--- config.mk ---
export PLATFORM = sky130hd
export DESIGN_NAME = dma_copy_engine
export DESIGN_NICKNAME = d
export VERILOG_FILES = /design/src/rtl/dma_copy_engine.sv
export SDC_FILE = /design/constraint.sdc
export NUM_CORES = 1
export LEC_CHECK = 0
export ABC_AREA = 0
export BUFFER_PORTS_ARGS = -buffer_cell sky130_fd_sc_hd__buf_2
export CAP_MARGIN = 5
export CORE_UTILIZATION = 45
export DETAILED_ROUTE_END_ITERATION = 7
export PLACE_DENSITY = 0.77
export SETUP_SLACK_MARGIN = 0.02
export SYNTH_ARGS = -nofsm -noshare
export SYNTH_HDL_FRONTEND = slang
export SYNTH_SLANG_ARGS = --single-unit
--- constraint.sdc ---
create_clock -name clk -period 3.85 [get_ports clk]
set_clock_uncertainty 0.15 [all_clocks]
set_input_delay 0.385 -clock clk [delete_from_list [all_inputs] [get_ports clk]]
set_output_delay 0.385 -clock clk [all_outputs]
set_load 0.03 [all_outputs]
--- src/rtl/dma_copy_engine.sv ---
// dma_copy_engine: bus-mastering word copy engine on the DMA port.
// Reads one 16-bit word from the source, writes it to the destination,
// and repeats until the requested count is done, a bus error occurs or
// software aborts.
// Optional region guard: define DMA_COPY_ENGINE_GUARD_EN to refuse any
// access to the secure-data or counter regions.
module dma_copy_engine #(
  parameter logic [15:0] SDATA_BASE = 16'h0400,
  parameter logic [15:0] SDATA_SIZE = 16'h0C00,
  parameter logic [15:0] CTR_BASE   = 16'h9000,
  parameter logic [15:0] CTR_SIZE   = 16'h0020
) (
  input  logic        clk,
  input  logic        reset,
  input  logic        start,
  input  logic        abort,
  input  logic [15:0] src_addr,
  input  logic [15:0] dst_addr,
  input  logic [15:0] len,
  output logic        busy,
  output logic        done,
  output logic        err,
  output logic [15:0] dma_addr,
  output logic        dma_en,
  output logic [1:0]  dma_we,
  output logic [15:0] dma_dout,
  input  logic [15:0] dma_din,
  input  logic        dma_ready,
  input  logic        dma_resp
);

`ifdef DMA_COPY_ENGINE_GUARD_EN
  localparam bit GUARD_EN = 1'b1;
`else
  localparam bit GUARD_EN = 1'b0;
`endif

  typedef enum logic [1:0] {IDLE, RD, WR, DONE} state_t;

  state_t      state_q, state_d;
  logic [15:0] src_q, src_d;
  logic [15:0] dst_q, dst_d;
  logic [15:0] rem_q, rem_d;
  logic [15:0] data_q, data_d;
  logic        err_q, err_d;

  // Address LSBs are ignored: every access is a full word.
  logic unused_addr_lsb;
  assign unused_addr_lsb = src_addr[0] ^ dst_addr[0];

  // True when an address falls inside a protected region (guard builds only).
  // 17-bit compare so a region ending at the top of memory cannot overflow.
  function automatic logic guard_hit(input logic [15:0] a);
    logic [16:0] a17;
    logic        in_sdata;
    logic        in_ctr;
    a17      = {1'b0, a};
    in_sdata = (a17 >= {1'b0, SDATA_BASE}) &&
               (a17 <  ({1'b0, SDATA_BASE} + {1'b0, SDATA_SIZE}));
    in_ctr   = (a17 >= {1'b0, CTR_BASE}) &&
               (a17 <  ({1'b0, CTR_BASE} + {1'b0, CTR_SIZE}));
    return GUARD_EN && (in_sdata || in_ctr);
  endfunction

  // State and datapath registers; reset clears everything.
  always_ff @(posedge clk) begin
    if (reset) begin
      state_q <= IDLE;
      src_q   <= 16'h0000;
      dst_q   <= 16'h0000;
      rem_q   <= 16'h0000;
      data_q  <= 16'h0000;
      err_q   <= 1'b0;
    end else begin
      state_q <= state_d;
      src_q   <= src_d;
      dst_q   <= dst_d;
      rem_q   <= rem_d;
      data_q  <= data_d;
      err_q   <= err_d;
    end
  end

  // Next-state logic: abort beats a completing access, a bus error ends the
  // copy, and each upcoming address is screened before it can be issued.
  always_comb begin
    state_d = state_q;
    src_d   = src_q;
    dst_d   = dst_q;
    rem_d   = rem_q;
    data_d  = data_q;
    err_d   = err_q;
    unique case (state_q)
      IDLE: begin
        if (start) begin
          src_d = {src_addr[15:1], 1'b0};
          dst_d = {dst_addr[15:1], 1'b0};
          rem_d = len;
          err_d = 1'b0;
          if (len == 16'h0000) begin
            state_d = DONE;
          end else if (guard_hit({src_addr[15:1], 1'b0})) begin
            err_d   = 1'b1;
            state_d = DONE;
          end else begin
            state_d = RD;
          end
        end
      end
      RD: begin
        if (abort) begin
          state_d = IDLE;
        end else if (dma_ready) begin
          if (dma_resp) begin
            err_d   = 1'b1;
            state_d = DONE;
          end else begin
            data_d = dma_din;
            if (guard_hit(dst_q)) begin
              err_d   = 1'b1;
              state_d = DONE;
            end else begin
              state_d = WR;
            end
          end
        end
      end
      WR: begin
        if (abort) begin
          state_d = IDLE;
        end else if (dma_ready) begin
          if (dma_resp) begin
            err_d   = 1'b1;
            state_d = DONE;
          end else begin
            src_d = src_q + 16'd2;
            dst_d = dst_q + 16'd2;
            rem_d = rem_q - 16'd1;
            if (rem_q == 16'd1) begin
              state_d = DONE;
            end else if (guard_hit(src_q + 16'd2)) begin
              err_d   = 1'b1;
              state_d = DONE;
            end else begin
              state_d = RD;
            end
          end
        end
      end
      DONE: begin
        state_d = IDLE;
      end
      default: begin
        state_d = IDLE;
      end
    endcase
  end

  // Bus and status outputs decode straight from the registered state, so
  // address/enables/data stay stable through any number of wait cycles.
  always_comb begin
    busy     = (state_q == RD) || (state_q == WR);
    done     = (state_q == DONE);
    err      = err_q;
    dma_en   = (state_q == RD) || (state_q == WR);
    dma_we   = (state_q == WR) ? 2'b11 : 2'b00;
    dma_addr = 16'h0000;
    dma_dout = 16'h0000;
    if (state_q == RD) begin
      dma_addr = src_q;
    end else if (state_q == WR) begin
      dma_addr = dst_q;
      dma_dout = data_q;
    end
  end

endmodule

==> impl_metrics.tcl <==
set metrics [dict create \
    cp-end-kind "output port" \
    viasPerCell 6.09 \
    syn_nets 636 \
    cp_slowest_cell "ha_2" \
    worst_setup_path_start_kind "flop" \
    clk_latency_ns 0.35 \
    cp.depth 6 \
    cts_setup_buffers 0 \
    dr_wl_met2_mm 5.53 \
    ys_ff_latch 65 \
    grt_pass1_wl_mm 19.3 \
    wl_per_cell_um 15.8 \
    seq_area_frac_synth_pct 31.5 \
    grt_usage_pct 24.6 \
    top_layer "met4" \
    syn_area_per_cell_um2 7.42 \
    yosysMostFrequentCell "nand2_1" \
    synth_cell_types 64 \
    multiInputGateArea_um2 2560 \
    yosys_warnings 0 \
    root_buffer "clkbuf_8" \
    die_w_um 97.9 \
    violations "design-rule violations" \
    ir_drop_mv 0.194 \
    cts.reportedPaths.clkPinSlew_ns 0.08 \
    gp_congestion 0.888 \
    finalNetCount 713 \
    synthTopCellsByArea "dfxtp_1, nand2_1, a21oi_1" \
    yosys-top-cells-count "nand2_1, dfxtp_1, a21oi_1, o21ai_0, clkbuf_1" \
    r2r_slack_ns 0.82 \
    outcome "complete, but fails checks" \
    core-area_um2 8810 \
    area_delta_synth_final_pct 16.8 \
    leakagePower_nw 1.84 \
    crit_chain "inv_1 -> ha_2 -> inv_1 -> nor2_1 -> and2_1 -> buf_2" \
    reg2reg_to "src_q[1]" \
    r2r_cells 7 \
    grt_max_degree 60 \
    finalSetupViolCount 0 \
    reg2reg_from "state_q[0]" \
    endpoint "dma_dout[9]" \
    fp.dieArea_um2 9580 \
    synth_area_leader_cell "dfxtp_1" \
    postRouteAntennaNets 0 \
    fin_setup_tns_ns 0 \
    htreeDepth 3 \
    worst-setup-path-type "reg2out" \
    synth_area_um2 4140 \
    drc 13 \
    cts_tree "yes" \
    final_cell_area_um2 4830 \
    ioPinCount 108 \
    tightest_slew_ns 0.730 \
    clock_path_buffers 2 \
    rsz0062_at_grt "no" \
    grt-ovfl-total 0 \
    io_buffers 104 \
    grt_antenna_before_repair 0 \
    critPathMaxFanout 31 \
    async_flop_share_pct 0 \
    final_util_pct 54.8 \
    drive_gt1_share_pct 23.2 \
    critPathMaxStageDelay_ns 0.62 \
    place_area_um2 4650 \
    holdBufCountCts 0 \
    initial_core_util_pct 47.0 \
    cp_data_required_time_ns 3.31 \
    p_per_area_nw_per_um2 492 \
    wl_met1_mm 5.27 \
    cp_top_family "simple AND/OR/NAND/NOR gates" \
    finalMaxSlewViolations 0 \
    grt_pass1_vias 4121 \
    hp-class "in2reg" \
    antenna_cells 0 \
    vias 4548 \
    seqCellArea_um2 1300 \
    die-height_um 97.9 \
    drt_wl_total_mm 11.8 \
    cts_inserted_buffers 9 \
    synth_cells 557 \
    slew_headroom_pct 49.9 \
    hpwl_mm 8.22 \
    cts_resized 0 \
    drv_cap 0 \
    initialDrtViolationCount 279 \
    fin_crit_sh_pct 82.4 \
    final-hold-violation-count 0 \
    synthDominantCellAreaShare_pct 31.5 \
    path_buf_inv 3 \
    final.min_clock_period_ns 3.17 \
    n_fill_cell 872 \
    critPathLaunch "state_q[0]" \
    synth-edff-count 0 \
    cpMostUsedCell "inv_1" \
    rows 34 \
    synth_ff_type "dfxtp_1" \
    cts_sinks 65 \
    fmax_ghz 0.315 \
    cp.arrival_ns 2.64 \
    dr.pass1.iters 8 \
    route.met3.wl_um 839 \
]
[final cells by class]
cell class | instances | share of cell area (%)
multi-input combinational | 432 | 53.1
inverter | 14 | 1.09
clock inverter | 6 | 0.907
tap | 108 | 2.80
timing repair buffer | 112 | 12.3
clock buffer | 10 | 2.85
sequential | 65 | 27.0
[placed cells by master, fill, tap and decap left out, types with 8 or more instances in the layout]
master,synthesis,routed
dfxtp_1,65,65
nor2_1,24,24
inv_1,14,14
clkbuf_8,3,10
nor3_1,9,9
nand2_1,89,89
a211oi_1,8,8
a21oi_1,56,55
buf_2,3,104
ha_1,9,8
and2_1,18,18
o31ai_1,9,9
a31oi_1,11,11
nor2b_1,10,10
nor4_1,10,10
nand3_1,19,19
o21ai_0,38,38
or4_1,9,9
[power breakdown]
group	total (mW)	internal [mW]	leakage [nW]	switching (mW)
Combinational	0.916	0.332	1.23	0.583
Clock	0.547	0.251	0.0805	0.296
Sequential	0.915	0.779	0.532	0.136
[per-layer routing]
layer,vias to the layer above,global-route usage (%)
li1,2206,-
met1,2123,32.3
met2,201,40.6
met3,18,3.72
met4,0,9.56
met5,-,0
[logic make-up after synthesis]
family	after synthesis	synth area share, %
DFF	65	31.5
other	1	0.0907
adders and majority gates	9	2.72
muxes	6	1.48
AOI/OAI and AO/OA	184	28.6
and+or+nand+nor	232	29.0
buffers and inverters	60	6.66
[worst register-to-register path, stage by stage, from the launching register on]
cell and delay, ns:
dfxtp_1 0.35, inv_1 0.13, ha_2 0.62, mux2i_1 0.44
a21oi_2 0.56, buf_4 0.36, a21oi_1 0.10, a311oi_1 0.24
[registers in the layout (all words and copies together), names as in the netlist]
signal	cells
src_q	15
dst_q	15
err	1
data_q	16
state_q	2
rem_q	16
[how the worst min path moves through the flow]
stage	startpoint	end	cells past startpoint
4_1_cts	dma_din[7]	data_q[7]	3
3_5_place_dp	data_q[8]	data_q[8]	2
5_1_grt	dma_din[7]	data_q[7]	3
6_report	dma_din[5]	data_q[5]	3
2_1_floorplan	data_q[0]	data_q[0]	2
3_3_place_gp	data_q[6]	data_q[6]	2
[metrics by stage]
stage | std cells | setup slack [ns] | total power, mW | hold WS (ns)
global placement | 731 | 1.02 | 1.80 | 0.288
floorplan | 557 | 0.809 | 1.59 | 0.282
CTS | 747 | 0.646 | 2.36 | 0.107
global route | 747 | 0.420 | 2.52 | 0.109
detailed placement | 731 | 0.883 | 1.82 | 0.295
finish | 747 | 0.677 | 2.38 | 0.115
Power figures use the tool's default switching activity.
